**config.mk**
```make
export PLATFORM = sky130hd
export DESIGN_NAME = uart_tx_block128
export DESIGN_NICKNAME = d
export VERILOG_FILES = /design/src/rtl/aes_uart_pkg.sv /design/src/rtl/uart_tx_bit_timer.sv /design/src/rtl/uart_tx_block128.sv
export SDC_FILE = /design/constraint.sdc
export NUM_CORES = 1
export LEC_CHECK = 0
export ABC_CLOCK_PERIOD_IN_PS = 5700
export CAP_MARGIN = 20
export CORE_UTILIZATION = 40
export DETAILED_ROUTE_END_ITERATION = 10
export PLACE_DENSITY = 0.75
export SYNTH_ARGS = -nofsm -noshare
export SYNTH_HDL_FRONTEND = slang
export SYNTH_SLANG_ARGS = --single-unit
```
**constraint.sdc**
```tcl
create_clock -name clk -period 5.7 [get_ports clk]
set_input_delay 1.425 -clock clk [delete_from_list [all_inputs] [get_ports clk]]
set_output_delay 1.425 -clock clk [all_outputs]
set_load 0.02 [all_outputs]
```
**src/rtl/aes_uart_pkg.sv**
```systemverilog
// Constants shared by the AES core's UART transmit and receive paths.
// The tx FSM encoding lives here so the rx side and debug tooling decode it the same way.
package aes_uart_pkg;

  localparam int BLOCK_BYTES          = 16;
  localparam int FRAME_BITS           = 10;
  localparam int DEFAULT_CLKS_PER_BIT = 864;

  localparam logic [2:0] ST_IDLE  = 3'd0;
  localparam logic [2:0] ST_START = 3'd1;
  localparam logic [2:0] ST_DATA  = 3'd2;
  localparam logic [2:0] ST_STOP  = 3'd3;
  localparam logic [2:0] ST_GAP   = 3'd4;
  localparam logic [2:0] ST_DONE  = 3'd5;

endpackage

```
**src/rtl/uart_tx_bit_timer.sv**
```systemverilog
// Free-running bit-period counter: tick marks the last cycle of each bit period.
// clear restarts the period so bit boundaries align to the accepting edge.
module uart_tx_bit_timer #(
  parameter int CLKS_PER_BIT = 864
) (
  input  logic clk,
  input  logic reset,
  input  logic clear,
  output logic tick
);

  localparam int CW = (CLKS_PER_BIT > 1) ? $clog2(CLKS_PER_BIT) : 1;
  localparam logic [CW-1:0] LAST = CW'(CLKS_PER_BIT - 1);

  logic [CW-1:0] cnt;

  assign tick = (cnt == LAST);

  always_ff @(posedge clk or posedge reset) begin
    if (reset) begin
      cnt <= '0;
    end else if (clear || tick) begin
      cnt <= '0;
    end else begin
      cnt <= cnt + 1'b1;
    end
  end

endmodule

```
**src/rtl/uart_tx_block128.sv**
```systemverilog
// Serializes one 128-bit block as 16 8N1 frames, most-significant byte first.
// Handshake: start is accepted on any edge where busy==0; busy stays high until done pulses.
module uart_tx_block128
  import aes_uart_pkg::*;
#(
  parameter int CLKS_PER_BIT = DEFAULT_CLKS_PER_BIT,
  parameter int GAP_BITS     = 0
) (
  input  logic         clk,
  input  logic         reset,
  input  logic         start,
  input  logic [127:0] din,
  output logic         busy,
  output logic         done,
  output logic         tx
);

  localparam logic [3:0] LAST_BYTE = 4'(BLOCK_BYTES - 1);
  localparam logic [3:0] GAP_LAST  = 4'(GAP_BITS - 1);

  logic [2:0]   state;
  logic [127:0] shift_reg;
  logic [3:0]   byte_cnt;
  logic [2:0]   bit_idx;
  logic [3:0]   gap_cnt;
  logic         tick;
  logic         accept;
  logic [7:0]   cur_byte;
  logic [2:0]   bit_nxt;

  // busy is low only in IDLE and DONE, so this covers the back-to-back case.
  assign accept   = start && !busy;
  assign cur_byte = shift_reg[127:120];
  assign bit_nxt  = bit_idx + 3'd1;

  uart_tx_bit_timer #(
    .CLKS_PER_BIT(CLKS_PER_BIT)
  ) u_bit_timer (
    .clk  (clk),
    .reset(reset),
    .clear(accept),
    .tick (tick)
  );

  always_ff @(posedge clk or posedge reset) begin
    if (reset) begin
      state     <= ST_IDLE;
      shift_reg <= '0;
      byte_cnt  <= '0;
      bit_idx   <= '0;
      gap_cnt   <= '0;
      busy      <= 1'b0;
      done      <= 1'b0;
      tx        <= 1'b1;
    end else begin
      done <= 1'b0;
      case (state)
        ST_IDLE, ST_DONE: begin
          state <= ST_IDLE;
          busy  <= 1'b0;
          tx    <= 1'b1;
          if (start) begin
            shift_reg <= din;
            byte_cnt  <= '0;
            bit_idx   <= '0;
            gap_cnt   <= '0;
            busy      <= 1'b1;
            tx        <= 1'b0;
            state     <= ST_START;
          end
        end
        ST_START: begin
          if (tick) begin
            state   <= ST_DATA;
            bit_idx <= '0;
            tx      <= cur_byte[0];
          end
        end
        ST_DATA: begin
          if (tick) begin
            if (bit_idx == 3'd7) begin
              state <= ST_STOP;
              tx    <= 1'b1;
            end else begin
              bit_idx <= bit_nxt;
              tx      <= cur_byte[bit_nxt];
            end
          end
        end
        ST_STOP: begin
          if (tick) begin
            if (byte_cnt == LAST_BYTE) begin
              state <= ST_DONE;
              done  <= 1'b1;
              busy  <= 1'b0;
              tx    <= 1'b1;
            end else begin
              shift_reg <= {shift_reg[119:0], 8'h00};
              byte_cnt  <= byte_cnt + 4'd1;
              gap_cnt   <= '0;
              if (GAP_BITS > 0) begin
                state <= ST_GAP;
                tx    <= 1'b1;
              end else begin
                state <= ST_START;
                tx    <= 1'b0;
              end
            end
          end
        end
        ST_GAP: begin
          if (tick) begin
            if (gap_cnt == GAP_LAST) begin
              state <= ST_START;
              tx    <= 1'b0;
            end else begin
              gap_cnt <= gap_cnt + 4'd1;
            end
          end
        end
        default: begin
          state <= ST_IDLE;
          busy  <= 1'b0;
          tx    <= 1'b1;
        end
      endcase
    end
  end

endmodule

```
Word level (Yosys, flattened, before mapping). Index checks and enable logic that the tools add are counted.

Output and inout bits: 3. Register bits: 155.

Order comparisons: 1. Bitwise gates (word level): 1. Equality and inequality tests: 20. Reduce and logical (&&, ||, !) cells: 15. Add/sub/neg operators: 4. Mux-type cells: 45.

Operators with widths (number): $mux W128 (3); $pmux W128 S2 (1); $mux W3 (11); $mux W4 (7); $mux W1 (15); $pmux W3 S5 (1); $ne A2 B2 Y1 const B (7); $pmux W4 S3 (1); $reduce_and A6 Y1 (2); $add A10 B1 Y10 const B (1); $eq A10 B10 Y1 const B (1); $mux W10 (1); $reduce_and A5 Y1 (2); $eq A3 B3 Y1 const B (3); $pmux W3 S3 (1); $add A4 B1 Y4 const B (2); $eq A4 B4 Y1 const B (2); $ne A2 B1 Y1 const B (4); $pmux W4 S2 (1); $eq A3 B2 Y1 const B (2); $reduce_bool A3 Y1 (2); $pmux W1 S5 (1); $lt A3 B4 Y1 const B (1); $reduce_and A4 Y1 (1); other kinds (13) (13).

Depth between registers and ports, before layout.
Word-level depth: 6. Depth in mapped cells: 9. Depth with buffers taken out: 7.

By module. A second synthesis with hierarchy kept.

Cells, all modules: 723. Area, all modules: 7559.8 um^2.

By module, submodules not included: uart_tx_block128 (cells each 672, times used 1, area each 7058.0 um^2, seq. area each 3629.7 um^2); uart_tx_bit_timer (cells each 51, times used 1, area each 501.7 um^2, seq. area each 250.2 um^2).

Worst setup path before layout. OpenSTA, ideal clock, no wires.

Kind: in2reg. Start: input port start. End: register byte_cnt[3]. Cell stages on the path: 6. Path slack: 3122 ps. Setup time: 78 ps. Arrival: 2500 ps. Required time: 5622 ps. Cells stage by stage: nor3b_2 o22ai_2 buf_6 buf_6 or3_1 a21oi_1.

Longest elaborated chain between the ends: 2.

RTL lines: start, declared (line uart_tx_block128.sv:11) `input logic start,`; $ne A2 B2 Y1 (no source line); $reduce_and A4 Y1 (no source line); end signal, assigned (line uart_tx_block128.sv:99) `byte_cnt <= byte_cnt + 4'd1;`; end, declared (line uart_tx_block128.sv:23) `logic [3:0] byte_cnt;`.

No other way between the ends. A chain may end at the register's enable or synchronous reset.

Worst setup path after layout. Ends and elaborated chain as after synthesis.

==> impl_results.html <==
<table>
<tr><th>Metric</th><th>Value</th></tr>
<tr><th colspan="2">Outcome</th></tr>
<tr><td>Outcome</td><td>finished clean</td></tr>
<tr><th colspan="2">Floorplanning</th></tr>
<tr><td>Die height</td><td>between 100 and 150 um</td></tr>
<tr><td>Num rows</td><td>between 40 and 50</td></tr>
<tr><td>Die Area</td><td>roughly 19000 um2</td></tr>
<tr><td>Number of placed I/O pins</td><td>about 130</td></tr>
<tr><td>Initial core utilization</td><td>41.5%</td></tr>
<tr><td>Standard cell core area</td><td>between 15000 and 20000 um2</td></tr>
<tr><td>Die width</td><td>between 100 and 150 um</td></tr>
<tr><th colspan="2">Synthesis</th></tr>
<tr><td>Synthesized netlist net count</td><td>830</td></tr>
<tr><td>Xor and xnor fraction of the mapped netlist area</td><td>1.45%</td></tr>
<tr><td>Synthesized instance count</td><td>694</td></tr>
<tr><td>Synth Area in Compound Gates</td><td>about an eighth</td></tr>
<tr><td>Synthesized area per cell</td><td>10.4 um2</td></tr>
<tr><td>Number of distinct standard cells referenced by the synthesized netlist</td><td>between 40 and 50</td></tr>
<tr><td>Post-synthesis simple-gate area fraction</td><td>between 10% and 20%</td></tr>
<tr><td>Sequential share of the synthesized area</td><td>between 50% and 60%</td></tr>
<tr><td>Main flop type after synthesis</td><td>dfrtp_1</td></tr>
<tr><td>FFs w/ async S/R, synth</td><td>100%</td></tr>
<tr><td>Post-synthesis mux area share</td><td>around 18%</td></tr>
<tr><td>Number of synthesized flops with an enable pin</td><td>0</td></tr>
<tr><td>Adder-cell share of the synthesized area</td><td>less than 1%</td></tr>
<tr><td>Total of warnings raised by yosys</td><td>0</td></tr>
<tr><td>Combinational family with the most area after synthesis</td><td>multiplexers</td></tr>
<tr><td>Post-synthesis instance area</td><td>slightly above 7000 um2</td></tr>
<tr><td>Seq cells post-synth</td><td>between 150 and 200</td></tr>
<tr><th colspan="2">Timing</th></tr>
<tr><td>Highest attainable clock frequency</td><td>approximately 270 MHz</td></tr>
<tr><td>Setup Skew</td><td>approximately 9.3 ps</td></tr>
<tr><td>Final Hold Fails</td><td>0</td></tr>
<tr><td>Count of final max-slew check failures</td><td>0</td></tr>
<tr><td>Post-route setup slack</td><td>around 2000 ps</td></tr>
<tr><td>Total Neg Setup Slack</td><td>0 ps</td></tr>
<tr><td>RSZ-0062 raised after global routing</td><td>no</td></tr>
<tr><td>Post-layout min period</td><td>roughly 3700 ps</td></tr>
<tr><td>Final count of negative-setup-slack endpoints</td><td>0</td></tr>
<tr><td>Final worst-path cycle share</td><td>between 60% and 70%</td></tr>
<tr><td>Worst slew slack as a fraction of its limit</td><td>30.2%</td></tr>
<tr><td>Slew at the pin closest to its max-slew limit</td><td>1050 ps</td></tr>
<tr><th colspan="2">Critical path</th></tr>
<tr><td>Path type of the worst setup path</td><td>in2reg</td></tr>
<tr><td>Element type at the critical path end</td><td>flop</td></tr>
<tr><td>R2R depth</td><td>6</td></tr>
<tr><td>RR Endpoint</td><td>shift_reg[48]</td></tr>
<tr><td>Worst path required time</td><td>6040 ps</td></tr>
<tr><td>Largest driver fanout on the critical path</td><td>~120</td></tr>
<tr><td>Flop2flop setup slack</td><td>roughly 2600 ps</td></tr>
<tr><td>Cell at the slowest stage of the critical path</td><td>nor3b_2</td></tr>
<tr><td>Critical path, cell by cell</td><td>clkdlybuf4s50_1 -&gt; nor3b_2 -&gt; o22ai_4 -&gt; buf_4 -&gt; or3_1 -&gt; a21oi_1</td></tr>
<tr><td>Highest cell delay on the worst timing path</td><td>slightly above 800 ps</td></tr>
<tr><td>CP Data Arrival Time</td><td>a little over 4000 ps</td></tr>
<tr><td>Startpoint types</td><td>primary input</td></tr>
<tr><td>Launch point of the worst reg-to-reg path</td><td>state[2]</td></tr>
<tr><th colspan="2">Clock network</th></tr>
<tr><td>Post_cts resized</td><td>0</td></tr>
<tr><td>Number of clock sinks</td><td>approximately 160</td></tr>
<tr><td>Number of H-tree branching levels</td><td>4</td></tr>
<tr><td>Quantity of hold-fixing buffers added after cts</td><td>0</td></tr>
<tr><td>Count of buffers added by post-CTS timing repair for setup</td><td>0</td></tr>
<tr><td>CTS buffer count</td><td>17</td></tr>
<tr><td>Clock buffer depth</td><td>2</td></tr>
<tr><td>Clock latency on the worst-skew pair</td><td>about 420 ps</td></tr>
<tr><td>Clock tree from TritonCTS</td><td>done</td></tr>
<tr><td>Clock slew at reported path FFs</td><td>60 ps</td></tr>
<tr><td>Buffer type at the clock tree root</td><td>clkbuf_16</td></tr>
<tr><th colspan="2">Detailed routing</th></tr>
<tr><td>Number of nets with antenna violations after detailed routing</td><td>0</td></tr>
<tr><td>Total DRC errors in the routed layout</td><td>0</td></tr>
<tr><td>Number of detailed-routing iterations run before antenna repair</td><td>4</td></tr>
<tr><td>Routed len/inst</td><td>approximately 15 um</td></tr>
<tr><td>DRC violation total after the first TritonRoute iteration</td><td>286</td></tr>
<tr><td>Vias per std cell</td><td>a little over 5</td></tr>
<tr><td>Via count</td><td>5260</td></tr>
<tr><td>Routed wire length</td><td>15900 um</td></tr>
<tr><th colspan="2">Cells and area</th></tr>
<tr><td>Number of flip-flops under the largest register name</td><td>~130</td></tr>
<tr><td>Summed area of non-filler cells in the final layout</td><td>~9400 um2</td></tr>
<tr><td>Layout cells sized above 1</td><td>between 6 and 7%</td></tr>
<tr><td>Highest-count cells in the layout ignoring fill and taps</td><td>154 x dfrtp_1, 133 x clkdlybuf4s50_1, 129 x o21ai_0</td></tr>
<tr><td>Final Net Count</td><td>~940</td></tr>
<tr><td>Share of the core filled with cells in the final layout</td><td>between 50% and 60%</td></tr>
<tr><td>Relative area change from synthesis to final layout</td><td>30.1%</td></tr>
<tr><td>Number of standard cells in the final layout excluding fillers</td><td>1044</td></tr>
<tr><td>Most common cell after layout, fill and taps aside</td><td>dfrtp_1</td></tr>
<tr><td>Diode count</td><td>0</td></tr>
<tr><th colspan="2">GRT</th></tr>
<tr><td>Tot GR Track Use</td><td>between 10% and 20%</td></tr>
<tr><td>Global-route wire length before repair</td><td>roughly 26000 um</td></tr>
<tr><td>Number of antenna violations at the first check in global routing</td><td>0</td></tr>
<tr><td>Via count of the first global-routing pass</td><td>5217</td></tr>
<tr><td>Grt total ovfl</td><td>0</td></tr>
<tr><td>Pin count of the biggest net entering global routing</td><td>between 100 and 150</td></tr>
<tr><th colspan="2">Run</th></tr>
<tr><td>Count of max-cap constraint violations</td><td>0</td></tr>
<tr><th colspan="2">Placement</th></tr>
<tr><td>Pre-CTS setup slack</td><td>between 1500 and 2000 ps</td></tr>
<tr><td>Placed cell count</td><td>1011</td></tr>
<tr><td>Count of input and output buffers</td><td>133</td></tr>
<tr><td>Placed cell area</td><td>between 8000 and 9000 um2</td></tr>
<tr><td>Final weighted congestion in routability-driven placement</td><td>between 0.7 and 0.8</td></tr>
<tr><td>Post-DP HPWL</td><td>10400 um</td></tr>
<tr><th colspan="2">Pwr</th></tr>
<tr><td>Share of total power in sequential cells</td><td>46.8%</td></tr>
<tr><td>Worst IR Drop VDD</td><td>around 0.26 mV</td></tr>
<tr><td>Power density over the cells</td><td>between 300 and 400 nW/um2</td></tr>
<tr><td>Share of power burned in the clock network</td><td>39.8%</td></tr>
<tr><td>Comb power frac</td><td>a little over an eighth</td></tr>
<tr><td>Switching share of total power</td><td>24.7%</td></tr>
<tr><td>Power spent charging and discharging nets</td><td>approximately 800 uW</td></tr>
<tr><td>Leakage component of the power</td><td>between 0.004 and 0.005 uW</td></tr>
<tr><td>Int Pwr</td><td>~2400 uW</td></tr>
<tr><th colspan="2">Hold path</th></tr>
<tr><td>Source of the worst hold timing path</td><td>shift_reg[83]</td></tr>
<tr><td>Count of cells along the worst hold path</td><td>2</td></tr>
<tr><td>Worst hold-check path type</td><td>reg2reg</td></tr>
<tr><td>Endpoint of the worst hold-timing path</td><td>shift_reg[83]</td></tr>
</table>
-- cell type report --
class / instances / area [um2]
clock inverters: 10 / 213
clock buffers: 22 / 464
well taps: 225 / 282
fillers: 1524 / 8050
flip-flops and latches: 155 / 3880
multi-input cells: 486 / 3160
repair buffers: 140 / 1400
inverters: 6 / 27.5
-- how the worst max path moves through the flow --
| stage | slack [ps] | start | endpoint | cells after the start |
|---|---|---|---|---|
| after detailed placement | 1510 | start | byte_cnt[3] | 6 |
| after CTS | 1900 | start | byte_cnt[3] | 6 |
| after floorplan | 100 | reset | bit_idx[0] | 1 |
| after global placement | 1600 | start | byte_cnt[3] | 6 |
| after global routing | 1740 | start | byte_cnt[3] | 6 |
| final | 1990 | start | byte_cnt[3] | 6 |
-- cell usage after synthesis (6+ instances only) --
library cell  number  share of area, %
inv_1              6              0.31
mux2i_1          120                17
nor2_1            18              0.93
nand2_1          128               6.6
o21ai_0          129               8.9
a22o_1            11               1.3
xor2_1             7              0.85
clkbuf_1          36               1.9
dfrtp_1          154                53
nand3_1            9              0.62
-- routing by layer --
metal | routed length, um | global-route usage [%]
met5 | 0 | 0
met4 | 177 | 5.00
met3 | 1080 | 6.52
met2 | 7270 | 28.3
met1 | 7340 | 23.1
-- power groups by stage --
stage                     combinational, uW  clock (uW)  sequential, uW
after floorplan                         276           0            1490
after global placement                  423           0            1520
after detailed placement                440           0            1530
after CTS                               442        1310            1520
after global routing                    511        1360            1550
final                                   436        1290            1520
-- worst max-delay path, delay by kind of cell --
kind / cells / cell delay [ps]
compound gates: 2 / 290
buf+inv: 2 / 1030
simple gates: 2 / 1290
-- through the flow --
| stage | hold slack, ps | power (uW) |
|---|---|---|
| floorplan | 445 | 1770 |
| global placement | 459 | 1950 |
| detailed placement | 465 | 1970 |
| CTS | 484 | 3270 |
| global route | 498 | 3430 |
| finish | 477 | 3240 |
-- cells by family after synthesis --
group | count (synthesis)
compound gates | 163
mux | 125
buf+inv | 53
xor+xnor | 12
fa+ha+maj | 5
simple gates | 181
flops | 155
(Power assumes the default switching activity.)
